==> src/rtl/i2c_pkg.sv <==
// Shared types and constants for the passive I2C bus monitor.
// Holds the FSM state encoding and the mid-frame classification helper.
package i2c_pkg;

    localparam int I2C_ADDR_W = 7;
    localparam int I2C_BYTE_W = 8;

    localparam logic [2:0] ENC_IDLE     = 3'd0;
    localparam logic [2:0] ENC_ADDR     = 3'd1;
    localparam logic [2:0] ENC_ADDR_ACK = 3'd2;
    localparam logic [2:0] ENC_DATA     = 3'd3;
    localparam logic [2:0] ENC_DATA_ACK = 3'd4;

    typedef enum logic [2:0] {
        ST_IDLE     = ENC_IDLE,
        ST_ADDR     = ENC_ADDR,
        ST_ADDR_ACK = ENC_ADDR_ACK,
        ST_DATA     = ENC_DATA,
        ST_DATA_ACK = ENC_DATA_ACK
    } i2c_state_t;

    // A START/STOP here interrupts a byte or its acknowledge slot.
    function automatic logic i2c_mid_frame(input i2c_state_t st, input logic [2:0] bit_cnt);
        case (st)
            ST_ADDR, ST_DATA:         return (bit_cnt != 3'd0);
            ST_ADDR_ACK, ST_DATA_ACK: return 1'b1;
            default:                  return 1'b0;
        endcase
    endfunction

endpackage

==> src/rtl/i2c_line_filter.sv <==
// Two-flop synchroniser followed by a glitch filter for one I2C line.
// The filtered output follows only after FILTER_LEN consecutive differing samples.
module i2c_line_filter #(
    parameter int   FILTER_LEN = 3,
    parameter logic RESET_VAL  = 1'b1
) (
    input  logic clk,
    input  logic reset,
    input  logic raw,
    output logic filtered
);

    logic       sync1_r;
    logic       sync2_r;
    logic       filt_r;
    logic [3:0] cnt_r;

    // Synchronise the raw pin and qualify changes over FILTER_LEN samples.
    always_ff @(posedge clk) begin
        if (!reset) begin
            sync1_r <= RESET_VAL;
            sync2_r <= RESET_VAL;
            filt_r  <= RESET_VAL;
            cnt_r   <= 4'd0;
        end else begin
            sync1_r <= raw;
            sync2_r <= sync1_r;
            if (sync2_r != filt_r) begin
                if (cnt_r == 4'(FILTER_LEN - 1)) begin
                    filt_r <= sync2_r;
                    cnt_r  <= 4'd0;
                end else begin
                    cnt_r <= cnt_r + 4'd1;
                end
            end else begin
                cnt_r <= 4'd0;
            end
        end
    end

    assign filtered = filt_r;

endmodule

==> src/rtl/i2c_bus_monitor.sv <==
// Passive I2C monitor: conditions SDA/SCL, detects START/STOP and decodes
// address, R/W, data bytes and acknowledge bits. Never drives the bus.
module i2c_bus_monitor
    import i2c_pkg::*;
#(
    parameter int                    FILTER_LEN = 3,
    parameter logic [I2C_ADDR_W-1:0] SLAVE_ADDR = 7'h50,
    parameter int                    CNT_W      = 8
) (
    input  logic                  clk,
    input  logic                  reset,
    input  logic                  sda,
    input  logic                  scl,
    output logic                  start_p,
    output logic                  stop_p,
    output logic                  busy,
    output logic [I2C_ADDR_W-1:0] addr,
    output logic                  rw,
    output logic                  addr_valid,
    output logic                  addr_match,
    output logic [I2C_BYTE_W-1:0] data,
    output logic                  data_valid,
    output logic                  ack,
    output logic                  ack_valid,
    output logic [CNT_W-1:0]      byte_cnt,
    output logic                  frame_err
);

    localparam logic [CNT_W-1:0] CNT_MAX = '1;
    localparam logic [CNT_W-1:0] CNT_ONE = CNT_W'(1'b1);

    logic sda_f_s, scl_f_s, sda_q_r, scl_q_r;
    logic start_ev_s, stop_ev_s, scl_rise_s;

    i2c_line_filter #(.FILTER_LEN(FILTER_LEN), .RESET_VAL(1'b1)) u_sda_filter (
        .clk(clk), .reset(reset), .raw(sda), .filtered(sda_f_s)
    );

    i2c_line_filter #(.FILTER_LEN(FILTER_LEN), .RESET_VAL(1'b1)) u_scl_filter (
        .clk(clk), .reset(reset), .raw(scl), .filtered(scl_f_s)
    );

    assign start_ev_s = scl_f_s & scl_q_r & sda_q_r & ~sda_f_s;
    assign stop_ev_s  = scl_f_s & scl_q_r & ~sda_q_r & sda_f_s;
    assign scl_rise_s = scl_f_s & ~scl_q_r;

    i2c_state_t              state_r, state_s;
    logic [2:0]              bit_cnt_r, bit_cnt_s;
    logic [6:0]              shift_r, shift_s;
    logic                    start_p_r, start_p_s, stop_p_r, stop_p_s, busy_r, busy_s;
    logic [I2C_ADDR_W-1:0]   addr_r, addr_s;
    logic                    rw_r, rw_s, addr_valid_r, addr_valid_s, match_r, match_s;
    logic [I2C_BYTE_W-1:0]   data_r, data_s;
    logic                    data_valid_r, data_valid_s, ack_r, ack_s, ack_valid_r, ack_valid_s;
    logic [CNT_W-1:0]        byte_cnt_r, byte_cnt_s;
    logic                    frame_err_r, frame_err_s;

    // Next-state and next-output decode; bus conditions take priority over bit sampling.
    always_comb begin
        state_s      = state_r;
        bit_cnt_s    = bit_cnt_r;
        shift_s      = shift_r;
        start_p_s    = 1'b0;
        stop_p_s     = 1'b0;
        busy_s       = busy_r;
        addr_s       = addr_r;
        rw_s         = rw_r;
        addr_valid_s = 1'b0;
        match_s      = match_r;
        data_s       = data_r;
        data_valid_s = 1'b0;
        ack_s        = ack_r;
        ack_valid_s  = 1'b0;
        byte_cnt_s   = byte_cnt_r;
        frame_err_s  = 1'b0;
        if (start_ev_s) begin
            start_p_s   = 1'b1;
            busy_s      = 1'b1;
            state_s     = ST_ADDR;
            bit_cnt_s   = 3'd0;
            frame_err_s = i2c_mid_frame(state_r, bit_cnt_r);
        end else if (stop_ev_s) begin
            stop_p_s    = 1'b1;
            busy_s      = 1'b0;
            state_s     = ST_IDLE;
            bit_cnt_s   = 3'd0;
            frame_err_s = i2c_mid_frame(state_r, bit_cnt_r);
        end else if (scl_rise_s) begin
            case (state_r)
                ST_ADDR: begin
                    shift_s = {shift_r[5:0], sda_f_s};
                    if (bit_cnt_r == 3'd7) begin
                        addr_s       = shift_r;
                        rw_s         = sda_f_s;
                        addr_valid_s = 1'b1;
                        match_s      = (shift_r == SLAVE_ADDR);
                        byte_cnt_s   = '0;
                        bit_cnt_s    = 3'd0;
                        state_s      = ST_ADDR_ACK;
                    end else begin
                        bit_cnt_s = bit_cnt_r + 3'd1;
                    end
                end
                ST_DATA: begin
                    shift_s = {shift_r[5:0], sda_f_s};
                    if (bit_cnt_r == 3'd7) begin
                        data_s       = {shift_r, sda_f_s};
                        data_valid_s = 1'b1;
                        byte_cnt_s   = (byte_cnt_r == CNT_MAX) ? byte_cnt_r : byte_cnt_r + CNT_ONE;
                        bit_cnt_s    = 3'd0;
                        state_s      = ST_DATA_ACK;
                    end else begin
                        bit_cnt_s = bit_cnt_r + 3'd1;
                    end
                end
                ST_ADDR_ACK, ST_DATA_ACK: begin
                    ack_s       = ~sda_f_s;
                    ack_valid_s = 1'b1;
                    state_s     = ST_DATA;
                end
                default: begin
                    state_s = state_r;
                end
            endcase
        end else begin
            state_s = state_r;
        end
    end

    // State, edge history and registered outputs.
    always_ff @(posedge clk) begin
        if (!reset) begin
            sda_q_r      <= 1'b1;
            scl_q_r      <= 1'b1;
            state_r      <= ST_IDLE;
            bit_cnt_r    <= 3'd0;
            shift_r      <= 7'd0;
            start_p_r    <= 1'b0;
            stop_p_r     <= 1'b0;
            busy_r       <= 1'b0;
            addr_r       <= '0;
            rw_r         <= 1'b0;
            addr_valid_r <= 1'b0;
            match_r      <= 1'b0;
            data_r       <= '0;
            data_valid_r <= 1'b0;
            ack_r        <= 1'b0;
            ack_valid_r  <= 1'b0;
            byte_cnt_r   <= '0;
            frame_err_r  <= 1'b0;
        end else begin
            sda_q_r      <= sda_f_s;
            scl_q_r      <= scl_f_s;
            state_r      <= state_s;
            bit_cnt_r    <= bit_cnt_s;
            shift_r      <= shift_s;
            start_p_r    <= start_p_s;
            stop_p_r     <= stop_p_s;
            busy_r       <= busy_s;
            addr_r       <= addr_s;
            rw_r         <= rw_s;
            addr_valid_r <= addr_valid_s;
            match_r      <= match_s;
            data_r       <= data_s;
            data_valid_r <= data_valid_s;
            ack_r        <= ack_s;
            ack_valid_r  <= ack_valid_s;
            byte_cnt_r   <= byte_cnt_s;
            frame_err_r  <= frame_err_s;
        end
    end

    assign start_p    = start_p_r;
    assign stop_p     = stop_p_r;
    assign busy       = busy_r;
    assign addr       = addr_r;
    assign rw         = rw_r;
    assign addr_valid = addr_valid_r;
    assign addr_match = match_r;
    assign data       = data_r;
    assign data_valid = data_valid_r;
    assign ack        = ack_r;
    assign ack_valid  = ack_valid_r;
    assign byte_cnt   = byte_cnt_r;
    assign frame_err  = frame_err_r;

endmodule

==> config.mk <==
export PLATFORM = sky130hd
export DESIGN_NAME = i2c_bus_monitor
export DESIGN_NICKNAME = d
export VERILOG_FILES = /design/src/rtl/i2c_pkg.sv /design/src/rtl/i2c_line_filter.sv /design/src/rtl/i2c_bus_monitor.sv
export SDC_FILE = /design/constraint.sdc
export NUM_CORES = 1
export LEC_CHECK = 0
export CAP_MARGIN = 25
export CORE_MARGIN = 2
export CORE_UTILIZATION = 45
export CTS_CLUSTER_SIZE = 10
export DETAILED_ROUTE_END_ITERATION = 10
export GPL_TIMING_DRIVEN = 0
export HOLD_SLACK_MARGIN = 0.06
export PLACE_DENSITY = 0.7
export REMOVE_ABC_BUFFERS = 1
export SYNTH_ARGS = -nofsm -noshare
export SYNTH_HDL_FRONTEND = slang
export SYNTH_HIERARCHICAL = 1
export SYNTH_SLANG_ARGS = --single-unit
export TNS_END_PERCENT = 50
==> constraint.sdc <==
create_clock -name clk -period 2.5 [get_ports clk]
set_clock_uncertainty 0.2 [all_clocks]
set_input_delay 0.375 -clock clk [delete_from_list [all_inputs] [get_ports clk]]
set_output_delay 0.375 -clock clk [all_outputs]
set_load 0.01 [all_outputs]
==> results.cfg <==
[cts]
cts_tree = built
clock-sinks = 62
clkSlewWorstSetupHoldPaths_ps = 60
clockBufferDepth = 2
clockRootBuffer = clkbuf_8
hold_buffers = 0
cts_inserted_buffers = 9
clkLatencyLatePin_ps = 330
htree_levels = 3

[grt]
grt_pass1_wl_um = 8440
grt_max_degree = 20
antenna_found_initial = 0
overflow = 0
grt_pass1_vias = 1849
grt_usage = 0.173

[sta]
timing.final.ws_setup_ps = 242
slew_viol_final = 0
finalCritPeriodShare = 0.903
rsz0062_at_grt = false
finalHoldViolCount = 0
slew_headroom = 0.461
post-route-min-period_ps = 2260
tightest_slew_ps = 809
setup_viol = 0
max_freq_ghz = 0.443

[yosys]
yosysSeqAreaShare = 0.491
synth_edf_count = 0
ys_warn_count = 6
syn_inst = 275
synth-seq-cells = 62
yosysUniqueCellTypes = 47
synthArstFlopShare = 0
synth_area_um2 = 2530
synthFlopType = dfxtp_1
synth.avg_cell_area_um2 = 9.20

[floorplanning]
io_pins = 37
rows = 27
core-area_um2 = 5470
dieArea_um2 = 6230
start_util = 0.462
die_x_um = 79.0
die_h_um = 79.0

[placement]
dp_slack_ps = -456
io_buffers = 36
hpwl_um = 3090
gp_congestion = 0.798

[finish]
layout-drive-gt1-share = 0.0978
diodes = 0
fin_nets = 326
final_cell_mix = dfxtp_1 (62), nand2_1 (41), clkdlybuf4s50_1 (35), nor2_1 (30), a21oi_1 (26)
final_common_cell = dfxtp_1
area_growth_syn_to_layout_pct = 23.8

[pwr]
pwr-share-seq = 0.531
vdd_drop_max_mv = 0.444
swShare = 0.196
total_power_w = 0.00187
pwr-share-comb = 0.015
leakagePower_nw = 1.17
p_switching_w = 0.000366
power_density_nw_per_um2 = 598
internal-power_w = 0.00150
power.share.clock = 0.454

[outcome]
outcome = complete, no violations

[min_path]
hold_path_depth = 1
min_from = u_scl_filter/sync1_r
worstHoldPathType = register to register
min_to = u_scl_filter/sync2_r

[detailed_routing]
wl_per_cell_um = 12.4
post-route-drc-count = 0
drt_first_pass_iters = 4
dr_total_vias = 1935
final_antenna_net_count = 0
first_iter_violations = 58
viasPerCell = 4.97
wirelength_um = 4840

[setup_path]
worstPathRequired_ps = 2560
critPathKind = primary input to register
r2r-start = bit_cnt_r[0]
cp-end-kind = register
r2r-end = byte_cnt[5]
reg2reg_slack_ps = 400
start_kind = primary input
reg2regPathDepth = 6
cp_max_fo = 19
arrival_ps = 2320

[flow_run]
drv_cap = 0
[kinds of logic after synthesis]
family                   share of synthesized area
XOR/XNOR                                    0.0277
flip-flops                                   0.491
AO/OA/AOI/OAI                                0.115
buffers and inverters                       0.0416
multiplexers                                0.0396
AND/OR/NAND/NOR                              0.246
adder cells (fa/ha/maj)                     0.0396
[through the flow]
| step | setup TNS [ps] | area, um2 | hold WS (ps) | cells | utilization |
|---|---|---|---|---|---|
| 3_3_place_gp | -2780 | 2900 | 191 | 370 | 0.531 |
| 3_5_place_dp | -4050 | 2900 | 197 | 370 | 0.531 |
| 4_1_cts | 0 | 3100 | 216 | 385 | 0.567 |
| 2_1_floorplan | 0 | 2450 | 186 | 262 | - |
| 5_1_grt | 0 | 3130 | 235 | 389 | 0.572 |
| 6_report | 0 | 3130 | 209 | 389 | 0.572 |
[worst max-delay path by stage]
stage | start | end
floorplan | bit_cnt_r[0] | addr_match
global placement | reset | byte_cnt[3]
detailed placement | reset | byte_cnt[3]
CTS | bit_cnt_r[0] | addr_match
global route | reset | byte_cnt[3]
finish | reset | byte_cnt[3]
[critical path, stage by stage]
cell	delay (ps)
dlygate4sd2_1	730
clkinvlp_4	580
or3_1	470
a31oi_1	160
[routing by layer]
metal  global-route usage  wire length (um)  vias up
met5                    0                 0        -
li1                     -                 -     1010
met3               0.0352               137       10
met1                0.221              2430      887
met4               0.0948               108        0
met2                0.275              2170       28
[sequential cells by signal, indices dropped and copies added (netlist names), 3 cells and up]
| register | flops |
|---|---|
| shift_r | 7 |
| u_scl_filter/cnt_r | 4 |
| bit_cnt_r | 3 |
| state_r | 3 |
| byte_cnt | 8 |
| addr | 7 |
| u_sda_filter/cnt_r | 4 |
| data | 8 |
[final cells by class]
class                           instances  area, um2
Fill cell                             530       2340
Sequential cell                        62       1240
Multi-Input combinational cell        192       1180
Timing Repair Buffer                   40        389
Clock buffer                           13        159
Tap cell                               72       90.1
Inverter                                8       33.8
Clock inverter                          1       30.0
Timing Repair inverter                  1       5.00
[synthesized netlist by cell type (4+ instances only)]
master	instances	area (um2)
mux2i_1	10	100
a21oi_1	26	130
nor3_1	5	25.0
buf_2	5	25.0
xor2_1	4	35.0
nor2_1	30	113
xnor2_1	4	35.0
inv_1	8	30.0
nand2b_1	10	62.6
ha_1	8	100
nand3_1	10	50.1
dfxtp_1	62	1240
nand2_1	41	154
o21ai_0	4	20.0
[power by group through the flow]
stage	Sequential, W	Clock [W]	Combinational [W]
after floorplan	0.00102	0	0.0000132
after global placement	0.00102	0	0.0000266
after detailed placement	0.00102	0	0.0000269
after CTS	0.000994	0.000878	0.0000284
after global routing	0.000994	0.000920	0.0000309
final	0.000994	0.000849	0.0000280
[repair_timing]
action,CTS,global route
resized for setup,2,0
pin swaps,0,1
gates cloned,1,0
setup buffers,0,4
setup endpoints to repair,2,1
Note: power is estimated with default switching activity, not from simulation.
==> edit (same flow settings) <==
Set the parameter `CNT_W` to 12 (it was 8).
--- a/src/rtl/i2c_bus_monitor.sv
+++ b/src/rtl/i2c_bus_monitor.sv
@@ -6,5 +6,5 @@
     parameter int                    FILTER_LEN = 3,
     parameter logic [I2C_ADDR_W-1:0] SLAVE_ADDR = 7'h50,
-    parameter int                    CNT_W      = 8
+    parameter int                    CNT_W      = 12
 ) (
     input  logic                  clk,
Interface: changed (resized byte_cnt); port bits go from 37 to 41. No check against the original RTL was run, so the function may have changed too.
==> edit against the original RTL <==
Via count grew 14%; fmax shrank 1.4%; total power grew 0.32%; area after synthesis grew 6.7%; final area grew 5.6%; wire length grew 13%; sequential cell count grew 4; setup slack lost 0.033 ns; critical path type is now flop to flop; largest power group unchanged.
==> edit: results (changes against the original RTL) <==
| Metric | Value |
|---|---|
| Vias in the first global route | 2,042 (was 1,849) |
| DP Area | 3130 um^2 (was 2900 um^2) |
| Routed vias | 2,201 (was 1,935) |
| Number of synthesized flops with an enable pin | 0 (unchanged) |
| Antenna diodes | 0 (unchanged) |
| Post-Route WL | 5490 um (was 4840 um) |
| Nets | 355 (was 326) |
| Maximum vdd drop | 0.395 mV (was 0.444 mV) |
| Crit path max-delay cell type | dfxtp_1 (was dlygate4sd2_1) |
| FMAX | 436 MHz (was 443 MHz) |
| Worst EP arrival | 2.34 ns (was 2.32 ns) |
| Crit Path Max Fanout | 11 (was 19) |
| Status | completed (unchanged) |
| Yosys warnings | 6 (unchanged) |
| Fraction of layout cells with a size suffix above 1 | 6.05% (was 9.78%) |
| Hold WS | 0.206 ns (was 0.209 ns) |
| Sequential area share after synthesis | 49.0% (was 49.1%) |
| Asr flop ratio synth | 0% (unchanged) |
| Cell variety after synth | 42 (was 47) |
| Gpl congestion | 0.808 (was 0.798) |
| Worst skew pair latency | 0.34 ns |
| CTS root buffer | clkbuf_8 (unchanged) |
| Iter 0 DRT Violations | 126 (was 58) |
| Largest net degree at the start of global routing | 33 (was 20) |
| P_leak | 0.00121 uW (was 0.00117 uW) |
| Total Routing Usage GR | 18.1% (was 17.3%) |
| IO Port Bufs | 40 (was 36) |
| Worst-Margin Slew | 1.00 ns (was 0.809 ns) |
| CP max stage delay | 0.34 ns (was 0.73 ns) |
| Synth top cells by count | 66 x dfxtp_1, 48 x nand2_1, 33 x a21oi_1 (was 62 x dfxtp_1, 41 x nand2_1, 30 x nor2_1) |
| H-tree depth | 3 (unchanged) |
| Synth top area cells | dfxtp_1 49%, nand2_1 6.7%, a21oi_1 6.1% (was dfxtp_1 49%, nand2_1 6.1%, a21oi_1 5.1%) |
| Synth Flop Type | dfxtp_1 (unchanged) |
| Fin. Hold Viols | 0 (unchanged) |
| Setup CP Type | flop to flop (was input port to flop) |
| Deepest clock path buffer count | 2 (unchanged) |
| Num CTS Buffers | 9 (unchanged) |
| First-pass GRT wire length | 9100 um (was 8440 um) |
| Internal reg-to-reg setup slack | 0.21 ns (was 0.40 ns) |
| Clock transition at path regs | 0.07 ns |
| Final HPWL DP | 3710 um (was 3090 um) |
| Filler cells | 548 (was 530) |
==> edit: cell types whose count changed in the layout (fill, tap and decap cells not counted), sizes merged, moves of 3 or more <==
cell           before  now
clkdlybuf4s50      35   40
o21ai               5    9
buf                 4    0
nand2              42   48
dfxtp              62   66
a21oi              26   33
nor2               30   26
nor3                7   10
==> edit: cell families after synthesis <==
group | count (synthesis) | share of synthesized area, %
adders and majority gates | 8 | 3.71
buffers and inverters | 22 | 3.62
AOI/OAI and AO/OA | 55 | 11.5
muxes | 10 | 3.71
DFF | 66 | 49.0
xor gates and xnor gates | 8 | 2.60
and+or+nand+nor | 136 | 25.9
==> edit: worst max-delay path, delay by kind of cell, from the launching register on <==
family	cells	cell delay [ns]
simple gates	3	0.90
fa+ha+maj	2	0.51
flops	1	0.34
compound gates	1	0.25
==> edit: area by class of cell <==
class	instances	area (um^2)	share of cell area (%)
inverter	9	33.8	1.02
timing repair buffer	40	400	12.1
multi-input combinational	217	1280	38.8
sequential	66	1320	40.0
tap	75	93.8	2.84
clock buffer	13	159	4.81
clock inverter	2	12.5	0.379
==> edit: power breakdown <==
group / leakage [uW] / switching [uW] / internal, uW
Sequential: 0.000533 / 2.02 / 1060
Clock: 0.0000855 / 384 / 408
Combinational: 0.000590 / 19.4 / 8.60
==> edit: what timing repair did <==
action	in CTS	in global routing
hold endpoints to repair	0	0
gates resized for setup	0	1
endpoints found under the setup margin	0	2
==> edit: path summary, 6_finish.rpt <==
path / end / start / depth (start not counted)
hold / removal: u_sda_filter/sync2_r / u_sda_filter/sync1_r / 1
hold reg to reg: u_sda_filter/sync2_r / u_sda_filter/sync1_r / 1
setup / recovery: byte_cnt[6] / bit_cnt_r[0] / 6
setup reg to reg: byte_cnt[6] / bit_cnt_r[0] / 6
==> edit: through the flow <==
stage                     instances  total power [uW]  worst slack [ns]
after floorplan                 292              1100             0.564
after global placement          407              1110            -0.114
after detailed placement        407              1110            -0.110
after CTS                       422              1900            0.0551
after global routing            422              1950            0.0117
final                           422              1880             0.209
==> edit: per-layer routing <==
metal	vias up	share of wire [%]	GRT usage [%]
li1	1124	-	-
met1	1036	48	21.7
met2	28	46	29.0
met3	13	3.0	4.18
met4	0	2.8	11.9
met5	-	0	0
